===== config.mk =====
export PLATFORM = sky130hd
export DESIGN_NAME = machine_keypad
export DESIGN_NICKNAME = d
export VERILOG_FILES = /design/src/rtl/machine_keypad.sv
export SDC_FILE = /design/constraint.sdc
export NUM_CORES = 1
export LEC_CHECK = 0
export ABC_AREA = 1
export CORE_MARGIN = 1
export CORE_UTILIZATION = 59
export CTS_CLUSTER_SIZE = 10
export DETAILED_ROUTE_END_ITERATION = 10
export HOLD_SLACK_MARGIN = 0.05
export PLACE_DENSITY = 0.84
export SLEW_MARGIN = 5
export SYNTH_ARGS = -nofsm -noshare
export SYNTH_HDL_FRONTEND = slang
export SYNTH_SLANG_ARGS = --single-unit

===== constraint.sdc =====
create_clock -name system1000 -period 2 [get_ports system1000]
set_clock_uncertainty 0.15 [all_clocks]
set_input_delay 0.4 -clock system1000 [delete_from_list [all_inputs] [get_ports system1000]]
set_output_delay 0.4 -clock system1000 [all_outputs]
set_load 0.01 [all_outputs]

===== src/rtl/machine_keypad.sv =====
// 4x4 matrix keypad scanner: drives one column low at a time, debounces
// press and release of the first key found, and reports it as row*4+col.
module machine_keypad #(
  parameter int SETTLE   = 16,
  parameter int DEBOUNCE = 1000
) (
  input  logic       system1000,
  input  logic       system1000_rstn,
  input  logic [3:0] rows,
  output logic [3:0] cols,
  output logic [3:0] key,
  output logic       key_valid,
  output logic       key_held
);

  typedef enum logic [1:0] {SCAN, PRESS_DB, HELD, RELEASE_DB} state_t;

  localparam logic [7:0]  DWELL_LAST = 8'(SETTLE - 1);
  localparam logic [15:0] DB_LAST    = 16'(DEBOUNCE - 1);

  state_t      r_state, w_state_next;
  logic [3:0]  r_sync1, r_srows;
  logic [1:0]  r_col, w_col_next;
  logic [7:0]  r_dwell, w_dwell_next;
  logic [15:0] r_cnt, w_cnt_next;
  logic [1:0]  r_row, w_row_next;
  logic [3:0]  r_pat, w_pat_next;
  logic [3:0]  r_key, w_key_next;
  logic        r_key_valid, w_key_valid_next;
  logic        w_all_high;
  logic [1:0]  w_low_row;

  // rows is asynchronous to the clock; everything below sees only r_srows
  always_ff @(posedge system1000 or negedge system1000_rstn) begin
    if (!system1000_rstn) begin
      r_sync1 <= 4'b1111;
      r_srows <= 4'b1111;
    end else begin
      r_sync1 <= rows;
      r_srows <= r_sync1;
    end
  end

  assign w_all_high = (r_srows == 4'b1111);

  always_comb begin
    w_low_row = 2'd3;
    if (!r_srows[0])      w_low_row = 2'd0;
    else if (!r_srows[1]) w_low_row = 2'd1;
    else if (!r_srows[2]) w_low_row = 2'd2;
  end

  always_ff @(posedge system1000 or negedge system1000_rstn) begin
    if (!system1000_rstn) begin
      r_state     <= SCAN;
      r_col       <= 2'd0;
      r_dwell     <= 8'd0;
      r_cnt       <= 16'd0;
      r_row       <= 2'd0;
      r_pat       <= 4'b1111;
      r_key       <= 4'd0;
      r_key_valid <= 1'b0;
    end else begin
      r_state     <= w_state_next;
      r_col       <= w_col_next;
      r_dwell     <= w_dwell_next;
      r_cnt       <= w_cnt_next;
      r_row       <= w_row_next;
      r_pat       <= w_pat_next;
      r_key       <= w_key_next;
      r_key_valid <= w_key_valid_next;
    end
  end

  always_comb begin
    w_state_next     = r_state;
    w_col_next       = r_col;
    w_dwell_next     = r_dwell;
    w_cnt_next       = r_cnt;
    w_row_next       = r_row;
    w_pat_next       = r_pat;
    w_key_next       = r_key;
    w_key_valid_next = 1'b0;
    case (r_state)
      SCAN: begin
        if (r_dwell != DWELL_LAST) begin
          w_dwell_next = r_dwell + 8'd1;
        end else if (w_all_high) begin
          w_col_next   = r_col + 2'd1;
          w_dwell_next = 8'd0;
        end else begin
          w_row_next   = w_low_row;
          w_pat_next   = r_srows;
          w_cnt_next   = 16'd0;
          w_dwell_next = 8'd0;
          w_state_next = PRESS_DB;
        end
      end
      PRESS_DB: begin
        if (w_all_high) begin
          w_col_next   = r_col + 2'd1;
          w_dwell_next = 8'd0;
          w_state_next = SCAN;
        end else if (r_srows != r_pat) begin
          // a bouncing multi-key contact restarts the debounce on the new pattern
          w_pat_next = r_srows;
          w_row_next = w_low_row;
          w_cnt_next = 16'd0;
        end else if (r_cnt == DB_LAST) begin
          w_key_next       = {r_row, r_col};
          w_key_valid_next = 1'b1;
          w_state_next     = HELD;
        end else begin
          w_cnt_next = r_cnt + 16'd1;
        end
      end
      HELD: begin
        if (w_all_high) begin
          w_cnt_next   = 16'd0;
          w_state_next = RELEASE_DB;
        end
      end
      RELEASE_DB: begin
        if (!w_all_high) begin
          w_cnt_next   = 16'd0;
          w_state_next = HELD;
        end else if (r_cnt == DB_LAST) begin
          w_col_next   = r_col + 2'd1;
          w_dwell_next = 8'd0;
          w_state_next = SCAN;
        end else begin
          w_cnt_next = r_cnt + 16'd1;
        end
      end
    endcase
  end

  assign cols      = ~(4'b0001 << r_col);
  assign key       = r_key;
  assign key_valid = r_key_valid;
  assign key_held  = (r_state == HELD) || (r_state == RELEASE_DB);

endmodule


### Word-level counts from Yosys, hierarchy flattened

Cells that the tools add are included.

| word-level totals | value |
|---|---|
| register bits | 47 |
| latch bits | 0 |
| memory bits (writable) | 0 |
| bits in read-only memories | 0 |
| input port bits | 6 |
| output and inout bits | 10 |
| word-level logic and storage cells | 89 |
| memories | 0 |

| cells by class | value |
|---|---|
| $add $sub $neg | 3 |
| multiply operators | 0 |
| divide/modulo/power cells | 0 |
| order comparisons | 0 |
| equal/unequal tests | 18 |
| shift operators | 1 |
| mux-type cells | 44 |
| bitwise logic cells | 3 |
| reduce and logical (&&, ||, !) cells | 10 |

Operator list:

| cell | count |
|---|---|
| $mux W16 | 7 |
| $pmux W16 S4 | 1 |
| $mux W2 | 18 |
| $mux W8 | 4 |
| $pmux W8 S3 | 1 |
| $add A16 B1 Y16 const B | 1 |
| $eq A16 B10 Y1 const B | 1 |
| $mux W4 | 4 |
| $ne A2 B2 Y1 const B | 8 |
| $reduce_and A4 Y1 | 4 |
| $ne A3 B3 Y1 const B | 3 |
| $add A8 B1 Y8 const B | 1 |
| $ne A8 B4 Y1 const B | 1 |
| $pmux W2 S4 | 1 |
| $pmux W4 S2 | 1 |
| $pmux W2 S3 | 1 |
| $reduce_and A6 Y1 | 1 |
| $mux W1 | 5 |
| $reduce_and A5 Y1 | 1 |
| $eq A2 B2 Y1 const B | 2 |
| $eq A4 B4 Y1 const B | 1 |
| $ne A4 B4 Y1 | 1 |
| $not A4 Y4 | 1 |
| $pmux W2 S2 | 1 |
| 8 further kinds | 9 |

### Depth between registers and ports, before layout

| depth | value |
|---|---|
| depth after elaboration | 6 |
| mapped depth | 12 |

### Least setup slack after synthesis

OpenSTA, ideal clock, no wires.

| path | value |
|---|---|
| path kind | register to register |
| start | reg (tool-made name) |
| end | reg r_dwell[3] |
| setup time | 0.074 ns |
| arrival | 1.545 ns |
| data required time | 1.776 ns |
| setup slack | 0.231 ns |
| cell stages (with the launch flop) | 11 |
| path buffers | 2 |
| period minus slack after synthesis | 1.769 ns |
| cell sequence | dfrtp_1 > inv_1 > ha_1 > clkbuf_1 > inv_1 > nor2_1 > a21oi_1 > nand2_2 > buf_6 > nand2_1 > o21ai_2 |

RTL lines:

| what | RTL line | text |
|---|---|---|
| to (signal assigned) | 66 | `r_dwell <= w_dwell_next;` |
| to (decl) | 24 | `logic [7:0] r_dwell, w_dwell_next;` |

### Final worst setup path

| path | value |
|---|---|
| start | reg r_state[0] |
| end | out key_held |

| on the way | value |
|---|---|
| longest elaborated chain between the ends | 2 |
| elaborated cells on any way between the ends | 3 |

Ends and longest elaborated chain:

| what | RTL line | text |
|---|---|---|
| from (decl) | 21 | `state_t r_state, w_state_next;` |
| from (signal assigned) | 64 | `r_state <= w_state_next;` |
| $eq A2 B2 Y1 | 141 | `assign key_held = (r_state == HELD) \|\| (r_state == RELEASE_DB);` |
| $logic_or A1 B1 Y1 * | 141 |  |
| to (decl) | 13 | `output logic key_held` |

Every way passes the cells marked *; elsewhere a longest branch is shown, timed or not.

==> results.sh <==
export IMPL_outcome="completed"
export IMPL_worst_path_buf_inv=3
export IMPL_nNetsFinal=410
export IMPL_drv_slew=0
export IMPL_core_area_mm2=0.00441
export IMPL_finalHoldViolCount=0
export IMPL_path_delay_family="buffers and inverters"
export IMPL_diodes=0
export IMPL_vias_per_cell=5.18
export IMPL_hold_path_class="reg2reg"
export IMPL_slew_headroom_pct=78.6
export IMPL_setup_violations=0
export IMPL_clkPwrFrac_pct=18.7
export IMPL_drive_gt1_share_pct=17.2
export IMPL_p_sw_mw=1.54
export IMPL_cts_root_buf="clkbuf_8"
export IMPL_routed_wl_mm=5.48
export IMPL_cp_cell_sequence="inv_1 -> ha_1 -> inv_1 -> nand2_1 -> dlygate4sd2_1"
export IMPL_cap_violations=0
export IMPL_clk_pin_slew_worst_paths_ns=0.09
export IMPL_overflow=0
export IMPL_antenna_left=0
export IMPL_crit_arrival_ns=1.41
export IMPL_clk_latency_ns=0.31
export IMPL_gp_congestion=0.870
export IMPL_critical_path_class="reg2out"
export IMPL_syn_area_mm2=0.00273
export IMPL_die_x_um=70.1
export IMPL_critPathRequiredTime_ns=1.45
export IMPL_ir_drop_v=0.000853
export IMPL_num_vias=2317
export IMPL_grt_max_degree=21
export IMPL_internal_power_mw=2.16
export IMPL_finalCritPeriodShare_pct=98.1
export IMPL_grt_pass1_wl_mm=9.54
export IMPL_post_drt_wl_per_cell_um=12.3
export IMPL_syn_nets=375
export IMPL_rows=24
export IMPL_r2r_slack_ns=0.12
export IMPL_numCtsBuffers=5
export IMPL_cts_sinks=47
export IMPL_crit_top_cell="inv_1"
export IMPL_rsz0062_at_grt="true"
export IMPL_place_port_buffers=15
export IMPL_min_period_ns=1.96
export IMPL_grt_pass1_vias=2227
export IMPL_grtUsageTotal_pct=24.5
export IMPL_yosysWarnings=0
export IMPL_start_util_pct=61.9
export IMPL_synth_cells=359
export IMPL_dr_pass1_iters=4
export IMPL_drt_iter0_drc=180
export IMPL_final_util_pct=71.9
export IMPL_combPwrFrac_pct=46.9
export IMPL_area_growth_pct=16.2
export IMPL_cpPeakStageDelay_ns=0.38
export IMPL_drc=0
export IMPL_cts_tree="done"
export IMPL_synth_ff_latch_count=47
export IMPL_crit_slowest_cell="dfrtp_1"
export IMPL_total_power_mw=3.70
export IMPL_htreeDepth=2
export IMPL_pin_count=16
export IMPL_worst_pin_slew_ns=0.321
export IMPL_ys_seq_area_share_pct=43.6
export IMPL_switching_share_pct=41.6
export IMPL_leakage_nw=1.57
export IMPL_antenna_found_initial=0
export IMPL_fmax_mhz=510
export IMPL_crit_path_start_kind="register"
export IMPL_avgSynthCellArea_um2=7.62
export IMPL_power_density_mw_per_mm2=1170
export IMPL_fp_dieH_um=70.1
export IMPL_path_max_fanout=3
export IMPL_cts_path_max_buffers=2
export IMPL_pwr_share_seq_pct=34.5
export IMPL_ys_types=28
export IMPL_die_area_mm2=0.00491
export IMPL_cp_end_kind="primary output"
export IMPL_dp_hpwl_mm=3.97
==> metrics by stage <==
stage          hold WS (ns)  setup slack, ns  std cells  instance area [µm²]  TNS, ns
2_1_floorplan       -0.0456            0.231        359                 2730        0
3_3_place_gp          0.152            0.109        431                 2980        0
3_5_place_dp          0.155           0.0830        431                 2980        0
4_1_cts               0.210           0.0343        442                 3110        0
5_1_grt               0.212          -0.0507        447                 3180   -0.218
6_report              0.207           0.0375        447                 3180        0
==> final timing paths <==
path / from / end / depth (start not counted)
hold reg to reg: r_sync1[2]$_DFF_PN1_ / r_srows[2]$_DFF_PN1_ / 0
hold / removal: r_sync1[2]$_DFF_PN1_ / r_srows[2]$_DFF_PN1_ / 0
max in group asynchronous: system1000_rstn / r_dwell[3]$_DFFE_PN0P_ / 3
min in group asynchronous: system1000_rstn / r_cnt[10]$_DFFE_PN0P_ / 2
setup reg to reg: r_dwell[0]$_DFFE_PN0P_ / r_cnt[12]$_DFFE_PN0P_ / 8
setup / recovery: r_state[0]$_DFFE_PN0P_ / key_held / 5
==> cells in the mapped netlist (all sizes together) <==
cell,instances,area share [%]
nand2,124,18
inv,43,5.9
nor2,43,6.9
dfrtp,35,32
nand3,30,5.9
o21ai,28,6.5
dfstp,12,12
ha,10,4.6
xnor2,7,2.2
buf,5,1.6
nand4,5,1.1
xor2,5,1.6
a21oi,4,0.73
nor3,2,0.37
nor3b,2,0.55
clkbuf,1,0.14
clkinv,1,0.14
nand3b,1,0.27
or2,1,0.23
==> metal layers <==
layer	wire [µm]	vias to the layer above	track usage [%]
li1	-	1191	-
met2	2780	40	42.4
met5	0	-	0
met3	227	7	3.75
met1	2390	1079	30.2
met4	87	0	11.1
==> registers in the layout, summed over array words and instances (netlist names), named ones only <==
name,cells
r_dwell,8
r_col,2
r_state,1
key,4
r_sync1,4
key_valid,1
r_cnt,16
r_row,2
r_srows,4
r_pat,4
==> timing repair <==
action | CTS | global route
hold buffers | 1 | 0
resized for setup | 6 | 8
pin swaps | 0 | 4
hold endpoints to repair | 10 | 0
setup endpoints to repair | 5 | 24
buffers inserted | 2 | 5
==> cells by family after synthesis <==
logic type,after synthesis,synth area share (%)
AND/OR/NAND/NOR,208,33.0
buffers and inverters,50,7.78
flip-flops,47,43.6
adder cells (fa/ha/maj),10,4.58
XOR/XNOR,12,3.84
AO/OA/AOI/OAI,32,7.23
==> cell usage in the layout (no fill, tap or decap), drive strengths merged, types with 2 or more instances in the layout <==
cell and count:
inv 44, dfstp 12, buf 19, nor3b 2, clkbuf 7, nand2 124
xnor2 7, nand3 30, nor3 2, nor2 43, o21ai 28, dlygate4sd2 5
ha 10, nand4 5, dfrtp 35, a21oi 4, clkdlybuf4s50 9, xor2 5
==> power groups by stage <==
stage	Sequential (mW)	Combinational, mW	Clock [mW]
after floorplan	1.27	1.23	0
after global placement	1.29	1.58	0
after detailed placement	1.30	1.63	0
after CTS	1.28	1.64	0.712
after global routing	1.29	1.97	0.738
final	1.28	1.73	0.691
==> area by class of cell <==
class / count / area, µm²
sequential: 47 / 1190
clock buffer: 7 / 108
clock inverter: 1 / 8.76
multi-input combinational: 262 / 1350
tap: 52 / 65.1
inverter: 44 / 165
timing repair buffer: 34 / 288
fill: 341 / 1240
Note: power is estimated with default switching activity, not from simulation.
